[src/rtl/rf215_rx_link_ctrl_if.sv]
// Control/status bundle between the RX link-training controller and the
// LVDS deserializer/framer it supervises.
interface rf215_rx_link_ctrl_if #(
  parameter int TAP_BITS = 4
);
  logic                enable;
  logic                word_valid;
  logic                sync_ok;
  logic [TAP_BITS-1:0] tap_sel;
  logic                swap_ddr;
  logic                tap_load;
  logic                rx_rst;
  logic                link_up;
  logic                train_fail;
  logic [TAP_BITS:0]   best_len;
  logic [7:0]          retrain_cnt;

  modport master (
    input  enable, word_valid, sync_ok,
    output tap_sel, swap_ddr, tap_load, rx_rst, link_up, train_fail, best_len, retrain_cnt
  );

  modport slave (
    output enable, word_valid, sync_ok,
    input  tap_sel, swap_ddr, tap_load, rx_rst, link_up, train_fail, best_len, retrain_cnt
  );
endinterface

[src/rtl/rf215_rx_link_ctrl.sv]
// AT86RF215 LVDS RX link trainer: sweeps delay tap / DDR swap, locks on the
// centre of the widest passing eye, then supervises word flow and retrains.
module rf215_rx_link_ctrl #(
  parameter int TAP_BITS    = 4,
  parameter int WIN_CYC     = 1024,
  parameter int PASS_MIN    = 60,
  parameter int SETTLE_CYC  = 64,
  parameter int TIMEOUT_CYC = 4096
) (
  input  logic                     rxclk,
  input  logic                     rst,
  rf215_rx_link_ctrl_if.master     lnk
);

  localparam int LW      = TAP_BITS + 1;
  localparam int WCW     = $clog2(WIN_CYC + 1);
  localparam int CNT_MAX = (WIN_CYC > SETTLE_CYC) ? WIN_CYC : SETTLE_CYC;
  localparam int CW      = $clog2(CNT_MAX + 1);
  localparam int DW      = $clog2(TIMEOUT_CYC + 1);

  typedef enum logic [3:0] {
    S_IDLE, S_SETTLE, S_MEASURE, S_EVAL, S_NEXT, S_APPLY, S_VERIFY, S_TRACK, S_FAIL
  } state_t;

  state_t              st;
  logic                after_apply;
  logic [CW-1:0]       cyc_cnt;
  logic [WCW-1:0]      wv_cnt;
  logic [LW-1:0]       run_len;
  logic [LW-1:0]       best_len;
  logic [TAP_BITS-1:0] best_start;
  logic [TAP_BITS-1:0] tap_sel;
  logic [DW-1:0]       wd;
  logic                swap_ddr, tap_load, rx_rst, link_up, train_fail;
  logic [7:0]          retrain_cnt;

  logic [WCW-1:0]      wv_nxt;
  logic [LW-1:0]       run_nxt;
  logic [TAP_BITS-1:0] bs_new, ctr_tap;
  logic [DW-1:0]       wd_nxt;
  logic                win_end, set_end, meas_pass, ver_pass;

  always_comb begin
    wv_nxt    = (lnk.word_valid && (wv_cnt != '1)) ? wv_cnt + 1'b1 : wv_cnt;
    run_nxt   = run_len + LW'(1);
    bs_new    = TAP_BITS'(LW'(tap_sel) - run_nxt + LW'(1));
    // floor of the eye centre
    ctr_tap   = best_start + TAP_BITS'((best_len - LW'(1)) >> 1);
    wd_nxt    = wd + DW'(1);
    win_end   = (cyc_cnt == CW'(WIN_CYC - 1));
    set_end   = (cyc_cnt == CW'(SETTLE_CYC - 1));
    meas_pass = (int'(wv_cnt) >= PASS_MIN);
    ver_pass  = (int'(wv_nxt) >= PASS_MIN) && lnk.sync_ok;
  end

  always_ff @(posedge rxclk or posedge rst) begin
    if (rst) begin
      st          <= S_IDLE;
      after_apply <= 1'b0;
      cyc_cnt     <= '0;
      wv_cnt      <= '0;
      run_len     <= '0;
      best_len    <= '0;
      best_start  <= '0;
      tap_sel     <= '0;
      wd          <= '0;
      swap_ddr    <= 1'b0;
      tap_load    <= 1'b0;
      rx_rst      <= 1'b1;
      link_up     <= 1'b0;
      train_fail  <= 1'b0;
      retrain_cnt <= '0;
    end else begin
      tap_load <= 1'b0;
      if (!lnk.enable) begin
        // abandon without a tap_load; best_len kept for diagnostics
        st         <= S_IDLE;
        link_up    <= 1'b0;
        train_fail <= 1'b0;
        rx_rst     <= 1'b1;
        tap_sel    <= '0;
        swap_ddr   <= 1'b0;
        cyc_cnt    <= '0;
      end else begin
        case (st)
          S_IDLE: begin
            run_len     <= '0;
            best_len    <= '0;
            best_start  <= '0;
            tap_sel     <= '0;
            swap_ddr    <= 1'b0;
            tap_load    <= 1'b1;
            rx_rst      <= 1'b1;
            cyc_cnt     <= '0;
            after_apply <= 1'b0;
            st          <= S_SETTLE;
          end
          S_SETTLE: begin
            cyc_cnt <= cyc_cnt + CW'(1);
            if (set_end) begin
              rx_rst      <= 1'b0;
              cyc_cnt     <= '0;
              wv_cnt      <= '0;
              after_apply <= 1'b0;
              st          <= after_apply ? S_VERIFY : S_MEASURE;
            end
          end
          S_MEASURE: begin
            cyc_cnt <= cyc_cnt + CW'(1);
            wv_cnt  <= wv_nxt;
            if (win_end) begin
              cyc_cnt <= '0;
              st      <= S_EVAL;
            end
          end
          S_EVAL: begin
            // strict compare: earliest of equal-width runs is kept
            if (meas_pass) begin
              run_len <= run_nxt;
              if (run_nxt > best_len) begin
                best_len   <= run_nxt;
                best_start <= bs_new;
              end
            end else begin
              run_len <= '0;
            end
            st <= S_NEXT;
          end
          S_NEXT: begin
            if (tap_sel != '1) begin
              tap_sel  <= tap_sel + TAP_BITS'(1);
              tap_load <= 1'b1;
              rx_rst   <= 1'b1;
              st       <= S_SETTLE;
            end else if (best_len != '0) begin
              st <= S_APPLY;
            end else if (!swap_ddr) begin
              swap_ddr   <= 1'b1;
              tap_sel    <= '0;
              run_len    <= '0;
              best_len   <= '0;
              best_start <= '0;
              tap_load   <= 1'b1;
              rx_rst     <= 1'b1;
              st         <= S_SETTLE;
            end else begin
              train_fail <= 1'b1;
              rx_rst     <= 1'b1;
              st         <= S_FAIL;
            end
          end
          S_APPLY: begin
            tap_sel     <= ctr_tap;
            tap_load    <= 1'b1;
            rx_rst      <= 1'b1;
            after_apply <= 1'b1;
            cyc_cnt     <= '0;
            st          <= S_SETTLE;
          end
          S_VERIFY: begin
            cyc_cnt <= cyc_cnt + CW'(1);
            wv_cnt  <= wv_nxt;
            if (win_end) begin
              cyc_cnt <= '0;
              if (ver_pass) begin
                link_up <= 1'b1;
                wd      <= '0;
                st      <= S_TRACK;
              end else begin
                if (retrain_cnt != 8'hFF) retrain_cnt <= retrain_cnt + 8'd1;
                tap_sel    <= '0;
                swap_ddr   <= 1'b0;
                run_len    <= '0;
                best_len   <= '0;
                best_start <= '0;
                tap_load   <= 1'b1;
                rx_rst     <= 1'b1;
                st         <= S_SETTLE;
              end
            end
          end
          S_TRACK: begin
            // a word arriving on the timeout cycle keeps the link
            if (lnk.word_valid) begin
              wd <= '0;
            end else if (wd_nxt == DW'(TIMEOUT_CYC)) begin
              link_up <= 1'b0;
              if (retrain_cnt != 8'hFF) retrain_cnt <= retrain_cnt + 8'd1;
              tap_sel    <= '0;
              swap_ddr   <= 1'b0;
              run_len    <= '0;
              best_len   <= '0;
              best_start <= '0;
              cyc_cnt    <= '0;
              tap_load   <= 1'b1;
              rx_rst     <= 1'b1;
              st         <= S_SETTLE;
            end else begin
              wd <= wd_nxt;
            end
          end
          S_FAIL: begin
            train_fail <= 1'b1;
            rx_rst     <= 1'b1;
          end
          default: st <= S_IDLE;
        endcase
      end
    end
  end

  assign lnk.tap_sel     = tap_sel;
  assign lnk.swap_ddr    = swap_ddr;
  assign lnk.tap_load    = tap_load;
  assign lnk.rx_rst      = rx_rst;
  assign lnk.link_up     = link_up;
  assign lnk.train_fail  = train_fail;
  assign lnk.best_len    = best_len;
  assign lnk.retrain_cnt = retrain_cnt;

endmodule

[src/flat_wrapper.sv]
// flat-port wrapper written by rule: the top's interface ports become plain ports
module rf215_rx_link_ctrl_flat 
#(
  parameter int TAP_BITS    = 4,
  parameter int WIN_CYC     = 1024,
  parameter int PASS_MIN    = 60,
  parameter int SETTLE_CYC  = 64,
  parameter int TIMEOUT_CYC = 4096
)
  (rxclk, rst, lnk_enable, lnk_word_valid, lnk_sync_ok, lnk_tap_sel, lnk_swap_ddr, lnk_tap_load, lnk_rx_rst, lnk_link_up, lnk_train_fail, lnk_best_len, lnk_retrain_cnt);
  rf215_rx_link_ctrl_if #(.TAP_BITS(TAP_BITS)) lnk_i ();
  input  logic rxclk;
  input  logic rst;
  input wire logic [$bits(lnk_i.enable)-1:0] lnk_enable;
  input wire logic [$bits(lnk_i.word_valid)-1:0] lnk_word_valid;
  input wire logic [$bits(lnk_i.sync_ok)-1:0] lnk_sync_ok;
  output wire logic [$bits(lnk_i.tap_sel)-1:0] lnk_tap_sel;
  output wire logic [$bits(lnk_i.swap_ddr)-1:0] lnk_swap_ddr;
  output wire logic [$bits(lnk_i.tap_load)-1:0] lnk_tap_load;
  output wire logic [$bits(lnk_i.rx_rst)-1:0] lnk_rx_rst;
  output wire logic [$bits(lnk_i.link_up)-1:0] lnk_link_up;
  output wire logic [$bits(lnk_i.train_fail)-1:0] lnk_train_fail;
  output wire logic [$bits(lnk_i.best_len)-1:0] lnk_best_len;
  output wire logic [$bits(lnk_i.retrain_cnt)-1:0] lnk_retrain_cnt;
  assign lnk_i.enable = lnk_enable;
  assign lnk_i.word_valid = lnk_word_valid;
  assign lnk_i.sync_ok = lnk_sync_ok;
  assign lnk_tap_sel = lnk_i.tap_sel;
  assign lnk_swap_ddr = lnk_i.swap_ddr;
  assign lnk_tap_load = lnk_i.tap_load;
  assign lnk_rx_rst = lnk_i.rx_rst;
  assign lnk_link_up = lnk_i.link_up;
  assign lnk_train_fail = lnk_i.train_fail;
  assign lnk_best_len = lnk_i.best_len;
  assign lnk_retrain_cnt = lnk_i.retrain_cnt;
  rf215_rx_link_ctrl #(.TAP_BITS(TAP_BITS), .WIN_CYC(WIN_CYC), .PASS_MIN(PASS_MIN), .SETTLE_CYC(SETTLE_CYC), .TIMEOUT_CYC(TIMEOUT_CYC)) u_core (.rxclk(rxclk), .rst(rst), .lnk(lnk_i));
endmodule
[config.mk]
export PLATFORM = sky130hd
export DESIGN_NAME = rf215_rx_link_ctrl_flat
export DESIGN_NICKNAME = d
export VERILOG_FILES = /design/src/rtl/rf215_rx_link_ctrl_if.sv /design/src/rtl/rf215_rx_link_ctrl.sv /design/src/flat_wrapper.sv
export SDC_FILE = /design/constraint.sdc
export NUM_CORES = 1
export LEC_CHECK = 0
export ABC_AREA = 1
export CAP_MARGIN = 20
export CORE_MARGIN = 3
export CORE_UTILIZATION = 40
export CTS_CLUSTER_DIAMETER = 30
export DETAILED_ROUTE_END_ITERATION = 10
export RECOVER_POWER = 25
export SLEW_MARGIN = 25
export SYNTH_ARGS = -nofsm -noshare
export SYNTH_HDL_FRONTEND = slang
export SYNTH_SLANG_ARGS = --single-unit
[constraint.sdc]
create_clock -name rxclk -period 2.2 [get_ports rxclk]
set_input_delay 0.22 -clock rxclk [delete_from_list [all_inputs] [get_ports rxclk]]
set_output_delay 0.22 -clock rxclk [all_outputs]
set_load 0.01 [all_outputs]
==> out/metrics.yaml, run 1 <==
placed_design:
  portBuffers: 26
  placed_cell_area_sq_mm: 0.006106
  place_congestion: 0.8856
  hpwl_mm: 9.871
run_status:
  status: "finished, violations left"
  violations: "negative setup slack"
power_and_ir_drop:
  seqPwrFrac_pct: 31.3
  vdd_drop_max_uv: 344.5
  p_sw_mw: 1.614
  p_int_mw: 3.206
  clock_power_share_pct: 34.0
  cellLeakagePower_nw: 3.325
  power.share.switching_pct: 33.49
  comb_power_share_pct: 34.7
  p_per_area_mw_per_mm2: 645.0
route:
  dr.first_iter.drc_count: 390
  drtPass1Iterations: 5
  drc: 0
  dr_total_vias: 5219
  routed_via_density: 5.152
  wl_per_cell_um: 14.56
  wirelength_mm: 14.75
  final_antenna_net_count: 0
floorplan:
  io_pins: 27
  initial_core_util_pct: 41.14
  rows: 41
  die_h_um: 120.2
  die_area_sq_mm: 0.01444
  core-area_sq_mm: 0.01267
  dieWidth_um: 120.2
synthesis:
  syn-num-nets: 742
  yosys-top-cells-area: "dfrtp_1 34%, nand2_1 14%, inv_1 6.3%"
  synth_area_per_cell_sq_um: 7.300
  yosysUniqueCellTypes: 49
  syn_inst: 714
  ys_ff_latch: 71
  synth_ff_type: "dfrtp_1"
  netlist.area_leader.share_pct: 33.61
  synth_edf_count: 0
  yosys_warnings: 0
  ys_seq_area_share_pct: 34.11
  synthArstFlopShare_pct: 100.0
  synth_top_cell_by_area: "dfrtp_1"
  syn_area_sq_mm: 0.005212
timing:
  finalHoldViolations: 0
  slew_headroom_pct: 43.38
  period_share_pct: 100.1
  finalCriticalPeriod_ns: 2.202
  worst_pin_slew_ns: 0.8493
  slew_viol_final: 0
  hold_slack_ns: 0.3432
  fin_skew_ns: 0.007453
  finalSetupViolCount: 2
  max_freq_mhz: 454.1
  worst_slack_ns: -0.002111
  rsz0062_at_grt: "yes"
finish:
  synthToLayoutAreaGrowth_pct: 43.37
  fin_nets: 864
  layout_commonest_cell: "nand2_1"
  final_cell_mix: "148 x nand2_1, 82 x inv_1, 68 x dfrtp_1"
  post-route-util_pct: 58.98
  design_area_sq_mm: 0.007473
  antenna_cells: 0
  layout-drive-gt1-share_pct: 33.17
critical_path:
  cp.required_ns: 2.49
  crit_chain: "ha_4 -> nand2_4 -> nor2_4 -> buf_4 -> nand2_2 -> nand2_2 -> nand2_2 -> nand3_2 -> nor2_4 -> nand3_4 -> nand2_4 -> nand2_4 -> nor2_4 -> buf_12 -> buf_6 -> nand4_1 -> nand2_1"
  cpMaxStageDelayCell: "dfrtp_1"
  cp_max_fo: 6
  start_kind: "flop"
  crit_arrival_ns: 2.49
  reg2regPathDepth: 17
  end_kind: "flop"
  cp_top_family: "simple AND/OR/NAND/NOR gates"
  critPathKind: "flop to flop"
  worst_path_largest_cell_delay_ns: 0.42
  worstSetupPathDepth: 17
  crit_buf_inv: 3
global_routing:
  grt_usage_pct: 20.88
  grt_pass1_wl_mm: 24.05
  grt.overflow.total: 0
  grt_max_degree: 60
  grt_pass1_vias: 5104
  antenna_found_initial: 0
flow_run:
  cap_violations: 0
clocking:
  clockBufferDepth: 2
  cts_max_level: 3
  insertion_delay_ns: 0.35
  clk_pin_slew_ns: 0.06
  cts_tree: "yes"
  cts_sinks: 71
  clock-root-buffer: "clkbuf_16"
  cts_buffers: 9
worst_hold_path:
  hold_class: "primary input to asynchronous set/reset pin"
==> sequential cells by signal, indices dropped and copies added, names as in the netlist, 4 cells and up <==
signal                  count
u_core.st                   4
u_core.run_len              5
u_core.best_start           4
u_core.lnk.best_len         5
u_core.wv_cnt              11
u_core.lnk.retrain_cnt      8
u_core.lnk.tap_sel          4
u_core.wd                  13
u_core.cyc_cnt             11
==> final cells by class <==
class                   instances  area (sq um)
repair buffers                115          1033
multi-input cells             545          3761
clock inverters                 3         65.06
fillers                      1128          5197
well taps                     172         215.2
inverters                      94         357.8
flip-flops and latches         71          1780
clock buffers                  13         260.3
==> metal layers <==
metal / up-vias / global-route usage [%] / wire (um)
met5: - / 0 / 0
met2: 124 / 34.00 / 7080
li1: 2600 / - / -
met3: 29 / 5.184 / 625
met4: 0 / 7.659 / 335
met1: 2466 / 26.87 / 6709
==> power by group through the flow <==
stage	clock, mW	combinational [mW]	sequential (mW)
2_1_floorplan	0	0.646	1.56
3_3_place_gp	0	1.23	1.53
3_5_place_dp	0	1.23	1.53
4_1_cts	1.67	1.38	1.51
5_1_grt	1.75	1.83	1.53
6_report	1.64	1.67	1.51
==> path summary, 6_finish.rpt <==
path / from / end / slack (ns)
setup / recovery: u_core.wd[0] / u_core.lnk.best_len[1] / -0.002
hold / removal: rst / u_core.wd[4] / 0.34
setup reg to reg: u_core.wd[0] / u_core.lnk.best_len[1] / -0.002
hold reg to reg: u_core.lnk.rx_rst / u_core.lnk.rx_rst / 0.46
max in group asynchronous: rst / u_core.wd[2] / 0.53
min in group rxclk: u_core.lnk.rx_rst / u_core.lnk.rx_rst / 0.46
==> synth_stat cells (all sizes together) (2+ instances only) <==
library cell / instances
a21oi: 15
a221oi: 2
a31oi: 2
buf: 8
clkbuf: 3
clkinv: 2
dfrtp: 70
fa: 2
ha: 21
inv: 92
nand2: 208
nand3: 67
nand4: 31
nor2: 79
nor3: 17
o21ai: 40
o21bai: 2
o22ai: 10
xnor2: 6
xor2: 23
==> metrics by stage <==
step	setup TNS (ns)	setup WS [ns]	power, mW	instances
floorplan	0	0.008030	2.206	714
global placement	-3.374	-0.1402	2.753	965
detailed placement	-5.575	-0.1913	2.765	965
CTS	-0.1142	-0.01765	4.557	996
global route	-3.981	-0.1485	5.103	1013
finish	-0.003891	-0.002111	4.821	1013
==> cell families after synthesis <==
family                   Yosys count  share of synthesized area (%)
buffers and inverters            105                          8.257
adder cells (fa/ha/maj)           23                          5.809
flip-flops                        71                          34.11
AND/OR/NAND/NOR                  406                          37.37
XOR/XNOR                          29                          4.873
AO/OA/AOI/OAI                     80                          9.578
==> timing repair <==
item / 4_1_cts / 5_1_grt
endpoints found under the hold margin: 0 / 0
resized for setup: 48 / 132
cloned: 6 / 2
hold buffers: 0 / 0
setup buffers: 9 / 15
setup endpoints to repair: 45 / 68
pin swaps: 41 / 58
Power figures use the tool's default switching activity.
==> run 2: changes to the inputs <==
clock period = 2.38 ns   (was 2.2 ns; I/O delays follow)
==> out/metrics.yaml, run 2 (same netlist as run 1, synthesis figures left out) <==
critical_path:
  start_kind: "flop"  # unchanged
  cp.required_ns: 2.66  # was 2.49 ns
  cp_max_fo: 2  # was 6
  end_kind: "flop"  # unchanged
  critPathKind: "flop to flop"  # unchanged
  crit_arrival_ns: 2.56  # was 2.49 ns
finish:
  largest-register: "u_core.wd"  # unchanged
  final_cells: 962  # was 1013
  layout_commonest_cell: "nand2_1"  # unchanged
  layout-drive-gt1-share_pct: 17.72  # was 33.17%
  fin_nets: 813  # was 864
  synthToLayoutAreaGrowth_pct: 24.22  # was 43.37%
  largest_register_ffs: 13  # unchanged
  top_regs: "u_core.wd (13), u_core.cyc_cnt (11), u_core.wv_cnt (11)"  # unchanged
  final_cell_mix: "188 x nand2_1, 86 x inv_1, 69 x dfrtp_1"  # was 148 x nand2_1, 82 x inv_1, 68 x dfrtp_1
  fill_cells: 1239  # was 1128
  antenna_cells: 0  # unchanged
  post-route-util_pct: 51.10  # was 58.98%
timing:
  worst_pin_slew_ns: 1.263  # was 0.8493 ns
  worst_slack_ns: 0.1007  # was -0.002111 ns
  max_freq_mhz: 438.7  # was 454.1 MHz
  finalSetupViolCount: 0  # was 2
  hold_slack_ns: 0.4427  # was 0.3432 ns
  fin_skew_ns: 0.01101  # was 0.007453 ns
  finalCriticalPeriod_ns: 2.279  # was 2.202 ns
  period_share_pct: 95.77  # was 100.1%
  slew_viol_final: 0  # unchanged
  finalHoldViolations: 0  # unchanged
  slew_headroom_pct: 15.78  # was 43.38%
  rsz0062_at_grt: "yes"  # unchanged
global_routing:
  grt_max_degree: 27  # was 60
  grt_pass1_vias: 4693  # was 5104
  antenna_found_initial: 0  # unchanged
  grt.overflow.total: 0  # unchanged
  grt_pass1_wl_mm: 21.84  # was 24.05 mm
  grt_usage_pct: 18.59  # was 20.88%
power_and_ir_drop:
  comb_power_share_pct: 27.8  # was 34.7%
  power.share.switching_pct: 33.72  # was 33.49%
  clock_power_share_pct: 34.9  # was 34.0%
  seqPwrFrac_pct: 37.3  # was 31.3%
  p_sw_mw: 1.305  # was 1.614 mW
  p_int_mw: 2.565  # was 3.206 mW
  p_per_area_mw_per_mm2: 597.7  # was 645.0 mW/mm^2
  cellLeakagePower_nw: 2.965  # was 3.325 nW
  vdd_drop_max_uv: 376.0  # was 344.5 uV
floorplan:
  rows: 41  # unchanged
  die_h_um: 120.2  # unchanged
  dieWidth_um: 120.2  # unchanged
  initial_core_util_pct: 41.14  # unchanged
  core-area_sq_mm: 0.01267  # unchanged
  io_pins: 27  # unchanged
  die_area_sq_mm: 0.01444  # unchanged
clocking:
  clockBufferDepth: 2  # unchanged
  clk_pin_slew_ns: 0.06  # about the same
  cts_max_level: 3  # unchanged
  cts_sinks: 71  # unchanged
  insertion_delay_ns: 0.34  # was 0.35 ns
  clock-root-buffer: "clkbuf_16"  # unchanged
  cts_tree: "yes"  # unchanged
  ctsHoldBuffers: 0  # unchanged
  cts_buffers: 9  # unchanged
route:
  drtPass1Iterations: 5  # unchanged
  wirelength_mm: 13.74  # was 14.75 mm
  wl_per_cell_um: 14.28  # was 14.56 um
  drc: 0  # unchanged
  final_antenna_net_count: 0  # unchanged
  routed_via_density: 5.159  # was 5.152
  dr_total_vias: 4963  # was 5219
  dr.first_iter.drc_count: 389  # was 390
flow_run:
  cap_violations: 0  # unchanged
placed_design:
  pre_cts_slack_ns: -0.01018  # was -0.1913 ns
  dp_cells: 931  # was 965
  place_congestion: 0.8981  # was 0.8856
  hpwl_mm: 9.764  # was 9.871 mm
  portBuffers: 26  # unchanged
run_status:
  status: "finished, final reports clean"  # was finished, violations left
worst_hold_path:
  hold_class: "primary input to asynchronous set/reset pin"  # unchanged
==> run 2: cell types whose count changed in the layout (fill, tap and decap cells not counted), moves of 5 or more <==
cell     previous run  this run
buf_4              67        36
nor2_4             15        10
nand3_4            13         6
nand2_2            42        10
nand3_2            18        13
nor2_2             12         5
nand2_4            17        10
nor2_1             52        64
buf_6              18         2
o21ai_0             9        14
nand2_1           148       188
nand3_1            38        50
==> run 2: cell type report <==
class	count	area [sq um]	area share [%]
Clock inverter	4	45.04	0.6957
Sequential cell	71	1779	27.48
Timing Repair Buffer	67	574.3	8.870
Multi-Input combinational cell	542	3262	50.38
Inverter	94	352.8	5.449
Clock buffer	12	246.5	3.807
Tap cell	172	215.2	3.324
==> run 2: repair_timing <==
action,4_1_cts,5_1_grt
pin swaps,2,9
resized for setup,3,39
setup buffers,2,8
endpoints found under the setup margin,5,52
cloned,0,5
==> run 2: worst max-delay path, cell delays in order (launching register included) <==
cell	delay (ns)
dfrtp_1	0.41
ha_4	0.19
xor2_2	0.18
inv_1	0.14
ha_4	0.22
fa_1	0.44
xor2_1	0.17
xor2_1	0.17
nor2_1	0.13
nand4_1	0.10
nand2_1	0.07
==> run 2: power by group through the flow <==
| stage | clock network [mW] | logic [mW] | registers [mW] |
|---|---|---|---|
| floorplan | 0 | 0.597 | 1.44 |
| global placement | 0 | 0.935 | 1.45 |
| detailed placement | 0 | 0.943 | 1.46 |
| CTS | 1.38 | 0.959 | 1.44 |
| global route | 1.44 | 1.21 | 1.46 |
| finish | 1.35 | 1.08 | 1.44 |
==> run 2: path summary, 6_finish.rpt <==
path	from	endpoint	cells past startpoint	slack [ns]
min	rst	u_core.wd[4]	2	0.44
min in group rxclk	u_core.lnk.rx_rst	u_core.lnk.rx_rst	2	0.47
min reg2reg	u_core.lnk.rx_rst	u_core.lnk.rx_rst	2	0.47
max reg2reg	u_core.run_len[0]	u_core.best_start[3]	10	0.10
max in group asynchronous	rst	u_core.lnk.tap_sel[2]	3	0.33
max	u_core.run_len[0]	u_core.best_start[3]	10	0.10
==> run 2: through the flow <==
| step | power [mW] | area, sq um | TNS [ns] |
|---|---|---|---|
| detailed placement | 2.400 | 5861 | -0.01348 |
| floorplan | 2.039 | 5213 | 0 |
| finish | 3.870 | 6475 | 0 |
| CTS | 3.775 | 6182 | 0 |
| global placement | 2.387 | 5861 | 0 |
| global route | 4.101 | 6475 | -0.05094 |
==> run 2: metal layers <==
metal / share of wire [%] / vias up / wire length [um] / global-route usage [%]
met5: 0 / - / 0 / 0
met4: 1.9 / 0 / 260 / 7.373
li1: - / 2496 / - / -
met3: 4.1 / 21 / 558 / 3.110
met1: 46 / 2331 / 6350 / 25.14
met2: 48 / 115 / 6567 / 29.72
